## config.mk

```make
export PLATFORM = sky130hd
export DESIGN_NAME = uart_rx_frame
export DESIGN_NICKNAME = d
export VERILOG_FILES = /design/src/rtl/uart_rx_frame_pkg.sv /design/src/rtl/uart_rx_frame_rxd_sync.sv /design/src/rtl/uart_rx_frame.sv
export SDC_FILE = /design/constraint.sdc
export NUM_CORES = 1
export LEC_CHECK = 0
export CORE_MARGIN = 8
export CORE_UTILIZATION = 30
export DETAILED_ROUTE_END_ITERATION = 8
export GPL_ROUTABILITY_DRIVEN = 0
export MAX_ROUTING_LAYER = met4
export PLACE_DENSITY = 0.6
export SYNTH_ARGS = -nofsm -noshare
export SYNTH_HDL_FRONTEND = slang
export SYNTH_SLANG_ARGS = --single-unit
```

## constraint.sdc

```tcl
create_clock -name clk -period 5.4 [get_ports clk]
set_input_delay 1.08 -clock clk [delete_from_list [all_inputs] [get_ports clk]]
set_output_delay 1.08 -clock clk [all_outputs]
set_load 0.01 [all_outputs]
```

## src/rtl/uart_rx_frame_pkg.sv

```systemverilog
// Shared UART frame definitions: state encodings and frame geometry.
// Used by both the receiver and the transmitter of this codebase.
package uart_rx_frame_pkg;

  localparam int unsigned DATA_BITS  = 8;
  localparam int unsigned FRAME_BITS = 12;
  // start + data + parity + stop
  localparam int unsigned STOP_BITS  = FRAME_BITS - DATA_BITS - 2;

  typedef enum logic [2:0] {
    ST_IDLE      = 3'd0,
    ST_START     = 3'd1,
    ST_DATA      = 3'd2,
    ST_PARITY    = 3'd3,
    ST_STOP      = 3'd4,
    ST_WAIT_IDLE = 3'd5
  } rx_state_t;

  function automatic logic parity_bad(input logic [7:0] d, input logic p, input logic odd);
    return (^d) ^ p ^ odd;
  endfunction

endpackage

```

## src/rtl/uart_rx_frame_rxd_sync.sv

```systemverilog
// Two-flop synchronizer for the serial line; both flops reset to the idle level.
module rxd_sync (
  input  logic clk,
  input  logic rst,
  input  logic d,
  output logic q
);

  logic s1;

  always_ff @(posedge clk or negedge rst) begin
    if (!rst) begin
      s1 <= 1'b1;
      q  <= 1'b1;
    end else begin
      s1 <= d;
      q  <= s1;
    end
  end

endmodule

```

## src/rtl/uart_rx_frame.sv

```systemverilog
// UART frame receiver: 1 start, 8 data (LSB first), 1 parity, 2 stop bits.
// Delivers every frame with a one-clock valid strobe and sticky-until-next error flags.
module uart_rx_frame
  import uart_rx_frame_pkg::*;
#(
  parameter int unsigned CLKS_PER_BIT = 1,
  parameter int unsigned PARITY_ODD   = 0
) (
  input  logic       clk,
  input  logic       rst,
  input  logic       rxd,
  output logic [7:0] data,
  output logic       valid,
  output logic       parity_err,
  output logic       frame_err,
  output logic [2:0] state_test,
  output logic [7:0] cnt_test
);

  localparam logic [7:0] LAST = 8'(CLKS_PER_BIT - 1);
  localparam logic [7:0] HALF = 8'(CLKS_PER_BIT / 2);
  localparam logic       ODD  = (PARITY_ODD != 0);

  logic       rxs;
  rx_state_t  state_q, state_d;
  logic [7:0] cnt_q, cnt_d;
  logic [2:0] idx_q, idx_d;
  logic [7:0] shreg_q, shreg_d;
  logic       par_q, par_d, fr_q, fr_d;
  logic [7:0] data_d;
  logic       valid_d, perr_d, ferr_d;
  logic       sample, fr_now;

  rxd_sync u_sync (
    .clk (clk),
    .rst (rst),
    .d   (rxd),
    .q   (rxs)
  );

  always_ff @(posedge clk or negedge rst) begin
    if (!rst) begin
      state_q    <= ST_IDLE;
      cnt_q      <= '0;
      idx_q      <= '0;
      shreg_q    <= '0;
      par_q      <= 1'b0;
      fr_q       <= 1'b0;
      data       <= '0;
      valid      <= 1'b0;
      parity_err <= 1'b0;
      frame_err  <= 1'b0;
    end else begin
      state_q    <= state_d;
      cnt_q      <= cnt_d;
      idx_q      <= idx_d;
      shreg_q    <= shreg_d;
      par_q      <= par_d;
      fr_q       <= fr_d;
      data       <= data_d;
      valid      <= valid_d;
      parity_err <= perr_d;
      frame_err  <= ferr_d;
    end
  end

  always_comb begin
    state_d = state_q;
    cnt_d   = cnt_q;
    idx_d   = idx_q;
    shreg_d = shreg_q;
    par_d   = par_q;
    fr_d    = fr_q;
    data_d  = data;
    valid_d = 1'b0;
    perr_d  = parity_err;
    ferr_d  = frame_err;
    sample  = (cnt_q == LAST);
    fr_now  = fr_q | ~rxs;

    // Samples after the start bit fall every CLKS_PER_BIT clocks; the counter
    // restarts at each sample point so LAST marks the next one.
    case (state_q)
      ST_IDLE: begin
        if (!rxs) begin
          cnt_d   = '0;
          idx_d   = '0;
          par_d   = 1'b0;
          fr_d    = 1'b0;
          state_d = (CLKS_PER_BIT == 1) ? ST_DATA : ST_START;
        end
      end
      ST_START: begin
        if (cnt_q == HALF) begin
          cnt_d   = '0;
          state_d = rxs ? ST_IDLE : ST_DATA;
        end else begin
          cnt_d = cnt_q + 8'd1;
        end
      end
      ST_DATA: begin
        if (sample) begin
          cnt_d   = '0;
          shreg_d = {rxs, shreg_q[7:1]};
          if (idx_q == 3'(DATA_BITS - 1)) begin
            idx_d   = '0;
            state_d = ST_PARITY;
          end else begin
            idx_d = idx_q + 3'd1;
          end
        end else begin
          cnt_d = cnt_q + 8'd1;
        end
      end
      ST_PARITY: begin
        if (sample) begin
          cnt_d   = '0;
          par_d   = parity_bad(shreg_q, rxs, ODD);
          state_d = ST_STOP;
        end else begin
          cnt_d = cnt_q + 8'd1;
        end
      end
      ST_STOP: begin
        if (sample) begin
          cnt_d = '0;
          fr_d  = fr_now;
          if (idx_q == 3'(STOP_BITS - 1)) begin
            idx_d   = '0;
            data_d  = shreg_q;
            perr_d  = par_q;
            ferr_d  = fr_now;
            valid_d = 1'b1;
            state_d = fr_now ? ST_WAIT_IDLE : ST_IDLE;
          end else begin
            idx_d = idx_q + 3'd1;
          end
        end else begin
          cnt_d = cnt_q + 8'd1;
        end
      end
      ST_WAIT_IDLE: begin
        if (rxs) state_d = ST_IDLE;
      end
      default: state_d = ST_IDLE;
    endcase
  end

  assign state_test = state_q;
  assign cnt_test   = cnt_q;

endmodule

```

==> qor.yml <==
drive_gt1_share_pct: 18.42
clock-root-buffer: "sky130_fd_sc_hd__clkbuf_8"
fp.dieArea_um2: 8912
finalCritPeriodShare_pct: 49.45
final_cell_mix: "sky130_fd_sc_hd__dfrtp_1, sky130_fd_sc_hd__clkdlybuf4s50_1, sky130_fd_sc_hd__nor2_1"
cpPeakStageDelay_ns: 0.67
floorplan.rows: 28
slew_headroom_pct: 47.04
placement.io_buffers: 24
timing.critical_path.arrival_ns: 1.59
path_clk_slew_ns: 0.07
critical_path_depth: 1
core-area_um2: 5921
layout.core_utilization_pct: 38.04
crit_path_max_delay_family: "flip-flops"
worst_path_max_delay_cell: "sky130_fd_sc_hd__dfrtp_1"
tritoncts_clock_tree: "yes"
vias_per_cell: 4.709
grt_pass1_vias: 1287
num_io_pins: 25
drt_wl_total_mm: 3.538
syn-mean-instance-area_um2: 11.18
path_class: "register to primary output"
capturing_element_type_of_the_critical_path: "primary output"
synth-edff-count: 0
areaGrowthSynthToFinish_pct: 22.12
drv.max_cap_violation_count: 0
antenna_cells: 0
worst_hold_path_type: "register to register"
synth.distinct_cells: 37
detailedPlacementHpwl_mm: 2.540
launch_point_of_the_worst_reg_to_reg_path: "cnt_test[5]"
hold_viol_final: 0
worst_pin_slew_ns: 0.7944
post_synthesis_cells: 165
tritoncts.num_buffers: 5
detail-route-antenna-nets: 0
gr-total-overflow: 0
worstSetupStartpointType: "register"
finalSetupViolations: 0
rr_worst_depth: 4
asyncSetResetFlopFracSynth_pct: 100.0
layout.nets: 197
clk_path_buf_depth: 2
maxSlewViolCount: 0
ys.warnings.count: 0
grt_use_total_pct: 8.809
h-tree-depth: 2
cellPowerDensity_nw_per_um2: 624.1
ff2ff_setup_slack_ns: 3.24
grt_antenna_before_repair: 0
grt_max_degree: 38
fin_setup_tns_ns: 0
cts.repair_timing.setup_buffer_count: 0
wire_length_of_the_first_global_routing_pass_mm: 6.072
final_common_cell: "sky130_fd_sc_hd__dfrtp_1"
crit_path_cell_trace: "clkdlybuf4s50_1"
clock_insertion_delay_worst_skew_ns: 0.29
tritoncts_num_sinks: 37
finClkSkew_ns: 0.01205
dieWidth_um: 94.41
remaining_drc_errors: 0
post_layout_min_period_ns: 2.671
syn_nets: 173
leakage_uw: 0.0009576
worstReg2RegEnd: "shreg_q[3]"
post_synth_instance_area_um2: 1844
irDropWorstVdd_mv: 0.2050
wl_per_cell_um: 13.35
detailedRoute.firstPassIterationCount: 4
worstPathMaxFanout: 19
routed-via-count: 1248
worstPathBufferInverterCount: 1
achievable-frequency_ghz: 0.3745
run_status: "completed"
overall_power_after_layout_uw: 1406
crit_path_end: "state_test[2]"
synth.yosys.seq_area_share_pct: 50.34
drt_iter0_markers: 30
postSynth.topFlopCell: "sky130_fd_sc_hd__dfrtp_1"
ctsResizeCount: 0
critPathLaunch: "state_test[2]"
die-height_um: 94.41
floorplan.initialDensity_pct: 31.15
rsz0062_at_grt: "false"
ys_ff_latch: 37
holdBufCountCts: 0
worstPathRequired_ns: 4.32
cells by family after synthesis:
family,count (synthesis),share of synthesized area [%]
compound gates,26,8.684
xor+xnor,15,7.124
fa+ha+maj,5,3.392
buf+inv,13,3.053
flops,37,50.34
mux,17,11.80
simple gates,52,15.60
sequential cells by signal (all words and copies together), names as in the netlist:
signal,flops
cnt_test,8
data,8
shreg_q,8
idx_q,3
state_test,3
fr_q,1
frame_err,1
par_q,1
parity_err,1
u_sync.q,1
u_sync.s1,1
valid,1
cell usage after synthesis (3+ instances only):
library cell	count	area share, %
sky130_fd_sc_hd__nor2b_1	4	1.4
sky130_fd_sc_hd__xnor2_1	12	5.7
sky130_fd_sc_hd__nor3_1	4	1.1
sky130_fd_sc_hd__inv_1	6	1.2
sky130_fd_sc_hd__nand2_1	7	1.4
sky130_fd_sc_hd__nor2_1	16	3.3
sky130_fd_sc_hd__mux2_2	10	6.1
sky130_fd_sc_hd__o21ai_0	6	1.6
sky130_fd_sc_hd__xor2_1	3	1.4
sky130_fd_sc_hd__a21o_1	3	1.2
sky130_fd_sc_hd__nand3b_1	3	1.2
sky130_fd_sc_hd__a21oi_1	7	1.9
sky130_fd_sc_hd__ha_1	5	3.4
sky130_fd_sc_hd__mux2_4	7	5.7
sky130_fd_sc_hd__clkbuf_1	6	1.2
sky130_fd_sc_hd__nand4_1	3	1.0
sky130_fd_sc_hd__dfrtp_1	35	47
sky130_fd_sc_hd__o22ai_1	4	1.4
per-stage QoR:
| step | cells | worst slack, ns | area (µm²) | hold slack (ns) |
|---|---|---|---|---|
| final | 265 | 2.729 | 2252 | 0.3594 |
| after global placement | 257 | 3.037 | 2140 | 0.3486 |
| after detailed placement | 257 | 3.024 | 2140 | 0.3538 |
| after global routing | 265 | 2.643 | 2252 | 0.3623 |
| after floorplan | 165 | 3.465 | 1844 | 0.3452 |
| after CTS | 265 | 2.707 | 2252 | 0.3616 |
worst min path at each step:
stage | start | end | slack (ns) | depth (start not counted)
final | u_sync.s1 | u_sync.q | 0.36 | 0
after global routing | u_sync.s1 | u_sync.q | 0.36 | 0
after CTS | u_sync.s1 | u_sync.q | 0.36 | 0
after detailed placement | u_sync.s1 | u_sync.q | 0.35 | 0
after global placement | u_sync.s1 | u_sync.q | 0.35 | 0
after floorplan | u_sync.s1 | u_sync.q | 0.35 | 0
metal layers:
layer	up-vias	routed length, µm	global-route usage [%]
met5	-	0	-
met4	0	68	3.963
met3	6	258	2.937
met2	22	1634	14.08
met1	596	1578	9.751
li1	624	-	-
where the power goes:
group | leakage, µW | total [µW] | internal (µW) | switching (µW)
combinational | 0.000443 | 663 | 363 | 299
sequential | 0.000456 | 502 | 386 | 117
clock | 0.0000585 | 240 | 138 | 102
worst register-to-register path: stages (launching register included):
cell and delay [ns]:
sky130_fd_sc_hd__dfrtp_1 0.44, sky130_fd_sc_hd__nor4_2 0.36, sky130_fd_sc_hd__nand3_2 0.22, sky130_fd_sc_hd__nor3_2 0.62, sky130_fd_sc_hd__mux2_2 0.41
cell type report:
cell class / count / area (µm²)
clock buffers: 5 / 68.82
clock inverters: 3 / 43.79
fillers: 572 / 3669
inverters: 6 / 22.52
multi-input cells: 115 / 859.6
flip-flops and latches: 37 / 928.4
well taps: 75 / 93.84
repair buffers: 24 / 235.2
Note: power is estimated with default switching activity, not from simulation.
